File: config.mk
export PLATFORM = sky130hd
export DESIGN_NAME = ps2_device_port_flat
export DESIGN_NICKNAME = d
export VERILOG_FILES = /design/src/rtl/ps2_device_port_if.sv /design/src/rtl/ps2_device_port.sv /design/src/flat_wrapper.sv
export SDC_FILE = /design/constraint.sdc
export NUM_CORES = 1
export LEC_CHECK = 0
export CORE_ASPECT_RATIO = 1.2
export CORE_UTILIZATION = 59
export DETAILED_ROUTE_END_ITERATION = 16
export HOLD_SLACK_MARGIN = 0.08
export PLACE_DENSITY_LB_ADDON = 0.2
export SLEW_MARGIN = 5
export SYNTH_ARGS = -nofsm -noshare
export SYNTH_HDL_FRONTEND = slang
export SYNTH_SLANG_ARGS = --single-unit
export TNS_END_PERCENT = 5
File: constraint.sdc
create_clock -name clk_i -period 2.7 [get_ports clk_i]
set_input_delay 0.405 -clock clk_i [delete_from_list [all_inputs] [get_ports clk_i]]
set_output_delay 0.405 -clock clk_i [all_outputs]
set_load 0.01 [all_outputs]
File: src/rtl/ps2_device_port_if.sv
// PS/2 device port bundle: byte-level TX/RX handshake plus the open-drain pad view.
// Latency: none, wires only.
// Backpressure: tx_valid/tx_ready handshake; RX side is a pulse with no backpressure.
// Ports: tx_data/tx_valid/tx_ready/tx_abort, rx_data/rx_valid/rx_parity_err/rx_frame_err,
//        busy, ps2_clk_in/ps2_dat_in (pad levels), ps2_clk_oe/ps2_dat_oe (pull-low enables).
interface ps2_device_port_if;
    logic [7:0] tx_data;
    logic       tx_valid;
    logic       tx_ready;
    logic       tx_abort;
    logic [7:0] rx_data;
    logic       rx_valid;
    logic       rx_parity_err;
    logic       rx_frame_err;
    logic       busy;
    logic       ps2_clk_in;
    logic       ps2_dat_in;
    logic       ps2_clk_oe;
    logic       ps2_dat_oe;

    // master: the system side that supplies bytes and the pad levels
    modport master (
        output tx_data, tx_valid, ps2_clk_in, ps2_dat_in,
        input  tx_ready, tx_abort, rx_data, rx_valid, rx_parity_err,
               rx_frame_err, busy, ps2_clk_oe, ps2_dat_oe
    );

    // slave: the device-side PS/2 endpoint
    modport slave (
        input  tx_data, tx_valid, ps2_clk_in, ps2_dat_in,
        output tx_ready, tx_abort, rx_data, rx_valid, rx_parity_err,
               rx_frame_err, busy, ps2_clk_oe, ps2_dat_oe
    );
endinterface

File: src/rtl/ps2_device_port.sv
// Device-side PS/2 endpoint: generates PS/2 CLK, sends device->host bytes, receives host commands and ACKs them.
// Latency: accept -> first CLK fall = IDLE_HOLD+HALF_PER+2 cycles; one frame = 22*HALF_PER cycles.
// Backpressure: tx_ready only in IDLE with nothing pending; a host inhibit aborts and retries the whole frame.
// Ports: clk_i, rst_i (async active-high), bus (slave modport: TX/RX handshake, status, pad levels and pull-low enables).
module ps2_device_port #(
    parameter int HALF_PER  = 2000,
    parameter int IDLE_HOLD = 2500,
    parameter int RTS_MIN   = 4000
) (
    input  logic                 clk_i,
    input  logic                 rst_i,
    ps2_device_port_if.slave     bus
);
    localparam int CMAX = (HALF_PER > IDLE_HOLD) ? HALF_PER : IDLE_HOLD;
    localparam int CW   = $clog2(CMAX + 1);
    localparam int LW   = $clog2(RTS_MIN + 1);
    localparam logic [CW-1:0] HP_LAST  = CW'(HALF_PER - 1);
    localparam logic [CW-1:0] HOLD_END = CW'(IDLE_HOLD);
    localparam logic [LW-1:0] RTS_END  = LW'(RTS_MIN);

    typedef enum logic [2:0] {
        IDLE, INHIBIT, TX_WAIT, TX_BIT, TX_END, RX_BIT, RX_ACK
    } state_t;

    logic          clk_m_q, clk_s_q, dat_m_q, dat_s_q;
    state_t        state_q;
    logic [CW-1:0] cnt_q;
    logic [3:0]    bit_q;
    logic          phase_b_q;        // 0 = phase A (CLK released), 1 = phase B (CLK low)
    logic [10:0]   frame_q;
    logic          pend_q;
    logic [8:0]    rx_sh_q;
    logic [LW-1:0] lowcnt_q, lowcnt_d;
    logic          clk_oe_q, dat_oe_q;
    logic          tx_abort_q, rx_valid_q, rx_par_err_q, rx_frame_err_q;
    logic [7:0]    rx_data_q;
    logic          tx_ready_w, rts_w, half_end_w;

    assign tx_ready_w = (state_q == IDLE) && !pend_q;
    assign rts_w      = (lowcnt_q == RTS_END);
    assign half_end_w = (cnt_q == HP_LAST);

    assign bus.tx_ready      = tx_ready_w;
    assign bus.busy          = (state_q != IDLE);
    assign bus.tx_abort      = tx_abort_q;
    assign bus.rx_valid      = rx_valid_q;
    assign bus.rx_data       = rx_data_q;
    assign bus.rx_parity_err = rx_par_err_q;
    assign bus.rx_frame_err  = rx_frame_err_q;
    assign bus.ps2_clk_oe    = clk_oe_q;
    assign bus.ps2_dat_oe    = dat_oe_q;

    // Pads idle high, so the synchronisers reset to 1.
    always_ff @(posedge clk_i or posedge rst_i) begin
        if (rst_i) begin
            clk_m_q <= 1'b1;
            clk_s_q <= 1'b1;
            dat_m_q <= 1'b1;
            dat_s_q <= 1'b1;
        end else begin
            clk_m_q <= bus.ps2_clk_in;
            clk_s_q <= clk_m_q;
            dat_m_q <= bus.ps2_dat_in;
            dat_s_q <= dat_m_q;
        end
    end

    // Host CLK-low qualifier; only meaningful while we are not driving CLK ourselves.
    always_comb begin
        lowcnt_d = '0;
        if ((state_q == IDLE || state_q == TX_WAIT) && !clk_s_q)
            lowcnt_d = rts_w ? RTS_END : lowcnt_q + LW'(1);
    end

    always_ff @(posedge clk_i or posedge rst_i) begin
        if (rst_i) lowcnt_q <= '0;
        else       lowcnt_q <= lowcnt_d;
    end

    always_ff @(posedge clk_i or posedge rst_i) begin
        if (rst_i) begin
            state_q        <= IDLE;
            cnt_q          <= '0;
            bit_q          <= '0;
            phase_b_q      <= 1'b0;
            frame_q        <= '0;
            pend_q         <= 1'b0;
            rx_sh_q        <= '0;
            clk_oe_q       <= 1'b0;
            dat_oe_q       <= 1'b0;
            tx_abort_q     <= 1'b0;
            rx_valid_q     <= 1'b0;
            rx_par_err_q   <= 1'b0;
            rx_frame_err_q <= 1'b0;
            rx_data_q      <= '0;
        end else begin
            tx_abort_q     <= 1'b0;
            rx_valid_q     <= 1'b0;
            rx_frame_err_q <= 1'b0;
            case (state_q)
                IDLE: begin
                    cnt_q <= '0;
                    if (bus.tx_valid && tx_ready_w) begin
                        frame_q <= {1'b1, ~^bus.tx_data, bus.tx_data, 1'b0};
                        pend_q  <= 1'b1;
                        state_q <= rts_w ? INHIBIT : TX_WAIT;
                    end else if (rts_w) begin
                        state_q <= INHIBIT;
                    end
                end
                TX_WAIT: begin
                    if (rts_w) begin
                        cnt_q   <= '0;
                        state_q <= INHIBIT;
                    end else if (clk_s_q && dat_s_q) begin
                        if (cnt_q == HOLD_END) begin
                            cnt_q     <= '0;
                            bit_q     <= '0;
                            phase_b_q <= 1'b0;
                            dat_oe_q  <= ~frame_q[0];
                            state_q   <= TX_BIT;
                        end else begin
                            cnt_q <= cnt_q + CW'(1);
                        end
                    end else begin
                        cnt_q <= '0;
                    end
                end
                INHIBIT: begin
                    cnt_q <= '0;
                    if (clk_s_q) begin
                        if (!dat_s_q) begin
                            // Host request-to-send: DAT low is the start bit, clock the data in.
                            bit_q     <= '0;
                            phase_b_q <= 1'b1;
                            clk_oe_q  <= 1'b1;
                            state_q   <= RX_BIT;
                        end else begin
                            state_q <= pend_q ? TX_WAIT : IDLE;
                        end
                    end
                end
                TX_BIT: begin
                    if (!half_end_w) begin
                        cnt_q <= cnt_q + CW'(1);
                    end else begin
                        cnt_q <= '0;
                        if (!phase_b_q) begin
                            // CLK still low at the end of our released half: host is inhibiting.
                            // Bit 10 is committed and never aborted.
                            if (!clk_s_q && bit_q != 4'd10) begin
                                dat_oe_q   <= 1'b0;
                                tx_abort_q <= 1'b1;
                                state_q    <= TX_WAIT;
                            end else begin
                                phase_b_q <= 1'b1;
                                clk_oe_q  <= 1'b1;
                            end
                        end else begin
                            clk_oe_q  <= 1'b0;
                            phase_b_q <= 1'b0;
                            if (bit_q == 4'd10) begin
                                dat_oe_q <= 1'b0;
                                state_q  <= TX_END;
                            end else begin
                                bit_q    <= bit_q + 4'd1;
                                dat_oe_q <= ~frame_q[bit_q + 4'd1];
                            end
                        end
                    end
                end
                TX_END: begin
                    if (!half_end_w) begin
                        cnt_q <= cnt_q + CW'(1);
                    end else begin
                        cnt_q   <= '0;
                        pend_q  <= 1'b0;
                        state_q <= IDLE;
                    end
                end
                RX_BIT: begin
                    if (!half_end_w) begin
                        cnt_q <= cnt_q + CW'(1);
                    end else begin
                        cnt_q <= '0;
                        if (phase_b_q) begin
                            phase_b_q <= 1'b0;
                            clk_oe_q  <= 1'b0;
                        end else if (bit_q == 4'd9) begin
                            // Stop bit is judged directly; data and parity already shifted in.
                            if (dat_s_q) begin
                                bit_q    <= '0;
                                dat_oe_q <= 1'b1;
                                state_q  <= RX_ACK;
                            end else begin
                                rx_frame_err_q <= 1'b1;
                                state_q        <= pend_q ? TX_WAIT : IDLE;
                            end
                        end else begin
                            rx_sh_q   <= {dat_s_q, rx_sh_q[8:1]};
                            bit_q     <= bit_q + 4'd1;
                            phase_b_q <= 1'b1;
                            clk_oe_q  <= 1'b1;
                        end
                    end
                end
                RX_ACK: begin
                    // bit_q steps through: released half, CLK-low half, released half.
                    if (!half_end_w) begin
                        cnt_q <= cnt_q + CW'(1);
                    end else begin
                        cnt_q <= '0;
                        case (bit_q)
                            4'd0: begin
                                bit_q    <= 4'd1;
                                clk_oe_q <= 1'b1;
                            end
                            4'd1: begin
                                bit_q    <= 4'd2;
                                clk_oe_q <= 1'b0;
                            end
                            default: begin
                                dat_oe_q     <= 1'b0;
                                rx_valid_q   <= 1'b1;
                                rx_data_q    <= rx_sh_q[7:0];
                                rx_par_err_q <= ~(^rx_sh_q);
                                state_q      <= pend_q ? TX_WAIT : IDLE;
                            end
                        endcase
                    end
                end
                default: state_q <= IDLE;
            endcase
        end
    end
endmodule
File: src/flat_wrapper.sv
// flat-port wrapper written by rule: the top's interface ports become plain ports
module ps2_device_port_flat 
#(
    parameter int HALF_PER  = 2000,
    parameter int IDLE_HOLD = 2500,
    parameter int RTS_MIN   = 4000
)
  (clk_i, rst_i, bus_tx_data, bus_tx_valid, bus_ps2_clk_in, bus_ps2_dat_in, bus_tx_ready, bus_tx_abort, bus_rx_data, bus_rx_valid, bus_rx_parity_err, bus_rx_frame_err, bus_busy, bus_ps2_clk_oe, bus_ps2_dat_oe);
  ps2_device_port_if bus_i ();
  input  logic clk_i;
  input  logic rst_i;
  input wire logic [$bits(bus_i.tx_data)-1:0] bus_tx_data;
  input wire logic [$bits(bus_i.tx_valid)-1:0] bus_tx_valid;
  input wire logic [$bits(bus_i.ps2_clk_in)-1:0] bus_ps2_clk_in;
  input wire logic [$bits(bus_i.ps2_dat_in)-1:0] bus_ps2_dat_in;
  output wire logic [$bits(bus_i.tx_ready)-1:0] bus_tx_ready;
  output wire logic [$bits(bus_i.tx_abort)-1:0] bus_tx_abort;
  output wire logic [$bits(bus_i.rx_data)-1:0] bus_rx_data;
  output wire logic [$bits(bus_i.rx_valid)-1:0] bus_rx_valid;
  output wire logic [$bits(bus_i.rx_parity_err)-1:0] bus_rx_parity_err;
  output wire logic [$bits(bus_i.rx_frame_err)-1:0] bus_rx_frame_err;
  output wire logic [$bits(bus_i.busy)-1:0] bus_busy;
  output wire logic [$bits(bus_i.ps2_clk_oe)-1:0] bus_ps2_clk_oe;
  output wire logic [$bits(bus_i.ps2_dat_oe)-1:0] bus_ps2_dat_oe;
  assign bus_i.tx_data = bus_tx_data;
  assign bus_i.tx_valid = bus_tx_valid;
  assign bus_i.ps2_clk_in = bus_ps2_clk_in;
  assign bus_i.ps2_dat_in = bus_ps2_dat_in;
  assign bus_tx_ready = bus_i.tx_ready;
  assign bus_tx_abort = bus_i.tx_abort;
  assign bus_rx_data = bus_i.rx_data;
  assign bus_rx_valid = bus_i.rx_valid;
  assign bus_rx_parity_err = bus_i.rx_parity_err;
  assign bus_rx_frame_err = bus_i.rx_frame_err;
  assign bus_busy = bus_i.busy;
  assign bus_ps2_clk_oe = bus_i.ps2_clk_oe;
  assign bus_ps2_dat_oe = bus_i.ps2_dat_oe;
  ps2_device_port #(.HALF_PER(HALF_PER), .IDLE_HOLD(IDLE_HOLD), .RTS_MIN(RTS_MIN)) u_core (.clk_i(clk_i), .rst_i(rst_i), .bus(bus_i));
endmodule
==> results of run 1 <==
==> power by group through the flow <==
| stage | clock network (mW) | registers (mW) | logic (mW) |
|---|---|---|---|
| CTS | 0.880 | 1.06 | 0.0731 |
| global placement | 0 | 1.08 | 0.0714 |
| finish | 0.862 | 1.06 | 0.0712 |
| global route | 0.927 | 1.06 | 0.0786 |
| detailed placement | 0 | 1.08 | 0.0727 |
| floorplan | 0 | 1.07 | 0.0395 |
==> worst paths after layout <==
check	startpoint	to	slack, ns	cells after the start
min	u_core.clk_m_q	u_core.clk_s_q	0.36	0
max	u_core.state_q[2]	bus_tx_ready	0.14	4
max in group asynchronous	rst_i	u_core.clk_s_q	1.69	3
min in group asynchronous	rst_i	u_core.bus.rx_data[7]	0.38	2
min reg2reg	u_core.clk_m_q	u_core.clk_s_q	0.36	0
max reg2reg	u_core.bit_q[0]	u_core.state_q[2]	0.25	8
==> per-layer routing <==
| metal | track usage [%] | vias up | wire [um] |
|---|---|---|---|
| met5 | 0 | - | 0 |
| met4 | 11.7 | 0 | 213 |
| met3 | 5.37 | 24 | 362 |
| met2 | 41.0 | 90 | 4020 |
| met1 | 31.5 | 1480 | 3530 |
| li1 | - | 1477 | - |
==> logic make-up (layout without fill, tap and decap cells) <==
family | count (synthesis) | after routing | share of synthesized area (%)
compound gates | 72 | 72 | 12.9
xor+xnor | 26 | 26 | 5.74
fa+ha+maj | 8 | 8 | 2.52
buf+inv | 27 | 66 | 2.84
flops | 70 | 70 | 44.3
mux | 37 | 37 | 10.3
simple gates | 151 | 151 | 21.4
==> layout by cell type, fill, tap and decap left out, types with 10 or more instances in the layout <==
| cell | count |
|---|---|
| nor2_1 | 39 |
| nand2_1 | 25 |
| xor2_1 | 10 |
| mux2_2 | 30 |
| and3_1 | 11 |
| clkdlybuf4s50_1 | 28 |
| o21ai_0 | 15 |
| nand3_1 | 22 |
| xnor2_1 | 16 |
| a21oi_1 | 15 |
| clkbuf_8 | 10 |
| dfrtp_1 | 65 |
| inv_1 | 11 |
==> repair_timing <==
item,CTS,global route
resized for setup,0,1
setup endpoints to repair,0,1
hold endpoints to repair,0,0
buffers inserted,0,0
==> cell type report <==
| cell class | instances | area [um2] | share of cell area [%] |
|---|---|---|---|
| clock buffer | 10 | 138 | 3.01 |
| clock inverter | 6 | 68.8 | 1.50 |
| timing repair buffer | 37 | 360 | 7.87 |
| inverter | 13 | 48.8 | 1.07 |
| tap | 85 | 106 | 2.32 |
| multi-input combinational | 294 | 2100 | 45.8 |
| sequential | 70 | 1760 | 38.4 |
==> critical path: stages (launching register included) <==
cell and delay (ns):
dfrtp_2 0.52, buf_4 0.20, or3_1 0.33, nor2_1 0.18
clkdlybuf4s50_1 0.57
==> registers in the layout, indices dropped and copies added (netlist names) <==
signal and cells:
u_core.bit_q 4, u_core.bus.ps2_clk_oe 1, u_core.bus.ps2_dat_oe 1, u_core.bus.rx_data 8, u_core.bus.rx_frame_err 1, u_core.bus.rx_parity_err 1
u_core.bus.rx_valid 1, u_core.bus.tx_abort 1, u_core.clk_m_q 1, u_core.clk_s_q 1, u_core.cnt_q 12, u_core.dat_m_q 1
u_core.dat_s_q 1, u_core.frame_q 10, u_core.lowcnt_q 12, u_core.pend_q 1, u_core.phase_b_q 1, u_core.rx_sh_q 9
u_core.state_q 3
==> results.yml, run 1 <==
final_layout:
  nets: 446
  area_delta_synth_final_pct: 15.4
  layout-drive-gt1-share_pct: 17.7
  final_area_um2: 4580
  nFillCells: 480
  instances_no_fill: 515
  num_antenna_cells: 0
  final_core_util_pct: 71.0
min_path:
  hold_path.class: "reg -> reg"
clock_tree:
  ctsHoldBuffers: 0
  clkTransAtPathRegs_ns: 0.07
  ctsHtreeMaxLevel: 3
  clock-sinks: 70
  cts_buffers: 9
  clk_latency_ns: 0.35
  cts_tree: "built"
  root_buffer: "clkbuf_8"
  cts_buffer_depth: 2
die:
  initial_core_util_pct: 61.5
  pin_count: 29
  row_count: 32
  core_area_um2: 6450
  fp.dieArea_um2: 7060
  dieHeight_um: 91.8
  die_w_um: 76.9
critical_path:
  arrival_ns: 2.15
  critical_path_class: "reg -> out"
  cp-end-kind: "primary output"
  worstPathRequired_ns: 2.30
  crit_path_start_kind: "flip-flop"
  cp_max_fo: 17
yosys:
  yosys_warnings: 0
  postSynthAreaPerCell_um2: 10.1
  synth_seq_area_share_pct: 44.3
  synth_top_area_cell: "dfrtp_1"
  synth_area_leaders: "dfrtp_1, mux2_2, nor2_1"
  yosys-top-cells-count: "dfrtp_1, nor2_1, mux2_2, nand2_1, nand3_1"
  synthCells: 391
  synth_top_area_share_pct: 41.6
  synth_nets: 412
  ys_types: 69
  ys_async_sr_fraction_pct: 100
  ys_ff_latch: 70
  ys.flop_type: "dfrtp_1"
  synth-edff-count: 0
  synth.most_common_cell: "dfrtp_1"
  synth_area_um2: 3970
timing:
  finalCritPeriodShare_pct: 94.8
  rsz0062_at_grt: "no"
  setup_ws_ns: 0.142
  tightest_slew_ns: 0.487
  relSlewSlack_pct: 67.4
  setup_viol: 0
  hold_viol_final: 0
  maxSlewViolCount: 0
  min_period_ns: 2.56
  fin_hold_ws_ns: 0.358
  clock.fmax_mhz: 391
  finalClockSkew_ns: 0.0114
  tns_ns: 0
grt:
  grt_pass1_vias: 2995
  overflow: 0
  grt_start_max_net_pins: 37
  grt_pass1_wl_um: 13900
  grt_use_total_pct: 25.0
  grt_antenna_before_repair: 0
placement:
  dp_hpwl_um: 5880
  portBuffers: 28
  post-place-ws_ns: 0.301
  placed_cells: 499
  place_area_um2: 4370
  place.gp.congestion: 0.911
pwr:
  leakage_nw: 2.03
  powerDensity_nw_per_um2: 435
  power_frac_clock_pct: 43.3
  seqPwrFrac_pct: 53.1
  power_mw: 1.99
  p_sw_share_pct: 22.5
  switching_power_mw: 0.447
  p_int_mw: 1.54
  peakVddDrop_mv: 0.326
  p_comb_share_pct: 3.6
routing:
  vias: 3071
  drtPass1Iterations: 6
  drc: 0
  avgRoutedWirePerCell_um: 15.8
  drt_iter0_markers: 198
  via_per_inst: 5.96
  postRouteAntennaNets: 0
  drt_wl_total_um: 8130
run_status:
  status: "finished clean"
flow_run:
  maxCapViolCount: 0
No activity file was read; power rests on OpenSTA's default activity.
==> run 2: changes to the inputs <==
--- a/config.mk
+++ b/config.mk
@@ -5,7 +5,6 @@
 export SDC_FILE = /design/constraint.sdc
 export NUM_CORES = 1
 export LEC_CHECK = 0
-export CORE_ASPECT_RATIO = 1.2
 export CORE_UTILIZATION = 59
 export DETAILED_ROUTE_END_ITERATION = 16
 export HOLD_SLACK_MARGIN = 0.08
==> run 2 against run 1 <==
  * The flow now finishes with violations (design-rule violations)
  * Non-clock buffer count grew 1
  * Critical path depth unchanged
  * Core utilization rose by 0.87 points
  * Die area is essentially flat
  * Register-to-register slack better by 0.07 ns
  * Final cell count is 1.4% lower
  * Worst hold slack got worse by 0.011 ns
  * Fmax shrank 0.95%
  * First-iteration DRC count is 39% higher
  * Worst setup slack worse by 0.024 ns
  * Routed wire length up 0.81%
==> results.yml, run 2 (same netlist as run 1, synthesis figures left out) <==
critical_path:
  cp-end-kind: "primary output"
  r2r_start: "u_core.bit_q[0]"
  cp.depth: 4
  worstPathRequired_ns: 2.30
  worst_path_max_delay_cell: "clkdlybuf4s50_1"
  critical_path_class: "reg -> out"
  crit_path_start_kind: "flip-flop"
  worst-r2r-setup-slack_ns: 0.32
  crit_path_max_incr_delay_ns: 0.56
  crit_chain: "buf_4, or3_1, nor2_2, clkdlybuf4s50_1"
  worstReg2RegEnd: "u_core.bus.ps2_dat_oe"
  critPathBufInv: 2
  cp_max_fo: 12
  reg2reg_depth: 7
  path_delay_family: "buffers and inverters"
  arrival_ns: 2.18
final_layout:
  final_core_util_pct: 71.9
  num_antenna_cells: 0
  top_regs: "u_core.cnt_q: 12 flops, u_core.lowcnt_q: 12 flops, u_core.frame_q: 10 flops"
  layout-drive-gt1-share_pct: 17.9
  nets: 447
  instances_no_fill: 508
  layout_commonest_cell: "dfrtp_1"
  layout_common_cells: "dfrtp_1, nor2_1, mux2_2"
  area_delta_synth_final_pct: 16.4
  nFillCells: 486
grt:
  busiest_layer: "met2"
  grt_start_max_net_pins: 38
  overflow: 0
  grtUsageMet3_pct: 4.06
  grt_pass1_vias: 2985
  met2_usage_pct: 39.2
  grt_antenna_before_repair: 0
  grt_pass1_wl_um: 14100
  grt_use_total_pct: 24.8
  met1_usage_pct: 34.7
routing:
  via_per_inst: 6.15
  drc: 2
  drtPass1Iterations: 12
  avgRoutedWirePerCell_um: 16.1
  drt_iter0_markers: 276
  drt_wl_total_um: 8190
  postRouteAntennaNets: 0
  vias: 3126
clock_tree:
  ctsHoldBuffers: 0
  clk_latency_ns: 0.34
  cts_tree: "built"
  clkTransAtPathRegs_ns: 0.08
  root_buffer: "clkbuf_8"
  clock-sinks: 70
  cts_buffer_depth: 2
  cts_buffers: 9
  ctsHtreeMaxLevel: 3
die:
  pin_count: 29
  initial_core_util_pct: 61.8
  core_area_um2: 6420
  die_w_um: 84.0
  row_count: 29
  dieHeight_um: 84.0
  fp.dieArea_um2: 7060
flow_run:
  maxCapViolCount: 0
timing:
  tightest_slew_ns: 0.773
  hold_viol_final: 0
  finalClockSkew_ns: 0.0112
  clock.fmax_mhz: 387
  finalCritPeriodShare_pct: 95.7
  setup_viol: 0
  min_period_ns: 2.58
  fin_hold_ws_ns: 0.347
  maxSlewViolCount: 0
  rsz0062_at_grt: "no"
  relSlewSlack_pct: 48.4
  tns_ns: 0
placement:
  dp_hpwl_um: 5910
  place.gp.congestion: 0.925
  portBuffers: 28
  placed_cells: 492
min_path:
  hold_path_end: "u_core.dat_s_q"
  hold_path.class: "reg -> reg"
  worstHoldStart: "u_core.dat_m_q"
  holdPathStages: 0
pwr:
  power_mw: 2.17
  powerDensity_nw_per_um2: 470
  leakage_nw: 2.06
  peakVddDrop_mv: 0.479
run_status:
  failed_checks: "design-rule violations"
  status: "finished, violations left"
[run 2: worst max path at each step]
stage,from,end,slack (ns)
2_1_floorplan,u_core.bit_q[0],u_core.bus.ps2_dat_oe,0.46
3_3_place_gp,u_core.state_q[2],bus_tx_ready,0.44
3_5_place_dp,u_core.bit_q[0],u_core.bus.ps2_dat_oe,0.32
4_1_cts,u_core.state_q[2],bus_tx_ready,0.06
5_1_grt,u_core.state_q[2],bus_tx_ready,0.01
6_report,u_core.state_q[2],bus_tx_ready,0.12
[run 2: per-stage QoR]
step	setup WS, ns	instance area (um2)
floorplan	0.456	3970
global placement	0.439	4370
detailed placement	0.321	4370
CTS	0.0594	4610
global route	0.0133	4620
finish	0.117	4620
[run 2: metal layers]
metal,wire length [um],part of all wire (%),up-vias
met4,112,1.4,0
li1,-,-,1484
met3,460,5.6,12
met1,3770,46,1511
met2,3850,47,119
met5,0,0,-
[run 2: layout make-up]
class | instances | area, um2 | share of cell area [%]
multi-input cells | 294 | 2100 | 45.5
flip-flops and latches | 70 | 1760 | 38.0
repair buffers | 38 | 368 | 7.97
clock buffers | 10 | 138 | 2.98
clock inverters | 6 | 109 | 2.36
well taps | 77 | 96.3 | 2.09
inverters | 13 | 48.8 | 1.06
[run 2: repair_timing]
item,4_1_cts,5_1_grt
endpoints found under the setup margin,0,1
endpoints found under the hold margin,0,0
setup buffers,0,0
resized for setup,0,1
[run 2: power breakdown]
group	internal [mW]	switching (mW)
Combinational	0.0342	0.0371
Sequential	1.05	0.00402
Clock	0.638	0.402
==> run 3: changes to the inputs <==
--- a/config.mk
+++ b/config.mk
@@ -5,7 +5,7 @@
 export SDC_FILE = /design/constraint.sdc
 export NUM_CORES = 1
 export LEC_CHECK = 0
-export CORE_UTILIZATION = 59
+export CORE_UTILIZATION = 45
 export DETAILED_ROUTE_END_ITERATION = 16
 export HOLD_SLACK_MARGIN = 0.08
 export PLACE_DENSITY_LB_ADDON = 0.2
==> run 3 against run 2 <==
  * The flow now finishes without violations
  * Non-clock buffer count down 3
  * Clock power fell by 15%
  * Clock skew grew 0.0040 ns
  * Flip-flop and latch count unchanged
  * First-iteration DRC count down 21%
  * Worst hold slack improved by 0.012 ns
  * Total power fell by 7.2%
  * Register-to-register slack worse by 0.04 ns
  * Clock-buffer cell count decreased by 1
  * Critical endpoint unchanged
  * Worst setup slack better by 0.0038 ns
==> results.yml, run 3 (same netlist as run 1, synthesis figures left out) <==
clock_tree:
  clk_latency_ns: 0.35
  cts_buffer_depth: 2
  clock-sinks: 70
  cts_buffers: 9
  cts_tree: "built"
  root_buffer: "clkbuf_8"
  ctsHtreeMaxLevel: 3
  clkTransAtPathRegs_ns: 0.09
  ctsHoldBuffers: 0
pwr:
  powerDensity_nw_per_um2: 439
  p_int_mw: 1.52
  seqPwrFrac_pct: 52.5
  p_comb_share_pct: 3.4
  power_frac_clock_pct: 44.1
  peakVddDrop_mv: 0.284
  p_sw_share_pct: 24.3
  switching_power_mw: 0.489
  leakage_nw: 2.01
timing:
  min_period_ns: 2.58
  relSlewSlack_pct: 64.5
  rsz0062_at_grt: "no"
  tightest_slew_ns: 0.530
  setup_viol: 0
  tns_ns: 0
  hold_viol_final: 0
  finalClockSkew_ns: 0.0152
  maxSlewViolCount: 0
  clock.fmax_mhz: 388
  finalCritPeriodShare_pct: 95.5
critical_path:
  crit_path_max_incr_delay_ns: 0.57
  reg2reg_depth: 7
  r2r_start: "u_core.bit_q[0]"
  crit_chain: "buf_4, or3_1, nor2_2, clkdlybuf4s50_1"
  worst_path_max_delay_cell: "clkdlybuf4s50_1"
  critical_path_class: "reg -> out"
  cp_max_fo: 12
  crit_path_start_kind: "flip-flop"
  worstReg2RegEnd: "u_core.bus.ps2_dat_oe"
  worst-r2r-setup-slack_ns: 0.28
  worstPathRequired_ns: 2.30
  arrival_ns: 2.17
  cp-end-kind: "primary output"
placement:
  portBuffers: 28
  place.gp.congestion: 0.927
  dp_hpwl_um: 5630
die:
  die_w_um: 95.9
  core_area_um2: 8380
  initial_core_util_pct: 47.3
  row_count: 33
  pin_count: 29
  fp.dieArea_um2: 9200
  dieHeight_um: 95.9
min_path:
  holdPathStages: 0
  worstHoldStart: "u_core.dat_m_q"
  hold_path_end: "u_core.dat_s_q"
  hold_path.class: "reg -> reg"
final_layout:
  top_regs: "u_core.cnt_q: 12 flops, u_core.lowcnt_q: 12 flops, u_core.frame_q: 10 flops"
  num_antenna_cells: 0
  layout_commonest_cell: "dfrtp_1"
  area_delta_synth_final_pct: 15.6
  final_core_util_pct: 54.7
  nFillCells: 739
  layout_common_cells: "dfrtp_1, nor2_1, mux2_2"
  layout-drive-gt1-share_pct: 17.5
  nets: 444
grt:
  overflow: 0
  grt_pass1_vias: 2846
  grt_pass1_wl_um: 13700
  grt_use_total_pct: 19.6
  grt_start_max_net_pins: 71
  grt_antenna_before_repair: 0
routing:
  postRouteAntennaNets: 0
  drtPass1Iterations: 6
  drc: 0
  drt_wl_total_um: 8140
  vias: 3049
  drt_iter0_markers: 218
  via_per_inst: 5.72
  avgRoutedWirePerCell_um: 15.3
run_status:
  status: "finished clean"
flow_run:
  maxCapViolCount: 0
## run 3: cell types whose count changed in the layout (fill, tap and decap cells not counted)
| cell | previous run | this run |
|---|---|---|
| buf_4 | 9 | 6 |
| inv_6 | 0 | 3 |
| clkinvlp_4 | 0 | 2 |
| dfrtp_1 | 66 | 65 |
| clkbuf_8 | 10 | 9 |
| bufinv_16 | 3 | 1 |
| dfrtp_2 | 0 | 1 |
| clkinv_2 | 2 | 0 |
## run 3: cell type report
cell class	count	area (um2)	area share (%)
Multi-Input combinational cell	294	2100	45.8
Clock inverter	7	80.1	1.75
Sequential cell	70	1760	38.3
Tap cell	105	131	2.86
Inverter	13	48.8	1.06
Clock buffer	9	124	2.70
Timing Repair Buffer	35	345	7.53
## run 3: stage by stage
step / instances / hold slack (ns) / area (um2) / total power, mW / worst slack [ns]
after floorplan: 391 / 0.345 / 3970 / 1.11 / 0.456
after global placement: 517 / 0.347 / 4380 / 1.15 / 0.399
after detailed placement: 517 / 0.347 / 4380 / 1.15 / 0.338
after CTS: 533 / 0.359 / 4590 / 2.04 / 0.0500
after global routing: 533 / 0.362 / 4590 / 2.09 / 0.0213
final: 533 / 0.358 / 4590 / 2.01 / 0.121
## run 3: critical path, delay by kind of cell, from the launching register on
family | cells | cell delay (ns)
DFF | 1 | 0.50
buffers and inverters | 2 | 0.78
and+or+nand+nor | 2 | 0.54
## run 3: how the worst max path moves through the flow
stage / cells past startpoint / slack, ns / end / startpoint
after floorplan: 8 / 0.46 / u_core.bus.ps2_dat_oe / u_core.bit_q[0]
after global placement: 4 / 0.40 / bus_tx_ready / u_core.state_q[2]
after detailed placement: 7 / 0.34 / u_core.bus.ps2_dat_oe / u_core.bit_q[0]
after CTS: 4 / 0.05 / bus_tx_ready / u_core.state_q[2]
after global routing: 4 / 0.02 / bus_tx_ready / u_core.state_q[2]
final: 4 / 0.12 / bus_tx_ready / u_core.state_q[2]
## run 3: power by group through the flow
stage          Clock, mW  Sequential (mW)  Combinational, mW
3_5_place_dp           0             1.08             0.0722
3_3_place_gp           0             1.08             0.0718
4_1_cts            0.911             1.06             0.0722
2_1_floorplan          0             1.07             0.0395
6_report           0.887             1.06             0.0693
5_1_grt            0.951             1.06             0.0784
## run 3: what timing repair did
action                     4_1_cts  5_1_grt
pin swaps                        0        0
cloned                           0        0
gates resized for setup          1        1
setup endpoints to repair        1        1
buffers inserted                 0        0
## run 3: layer usage
metal  GRT usage, %  vias up  routed length [um]
li1               -     1474                   -
met1           27.4     1474                3850
met2           29.6       85                3740
met3           3.63       16                 375
met4           8.46        0                 170
met5              0        -                   0
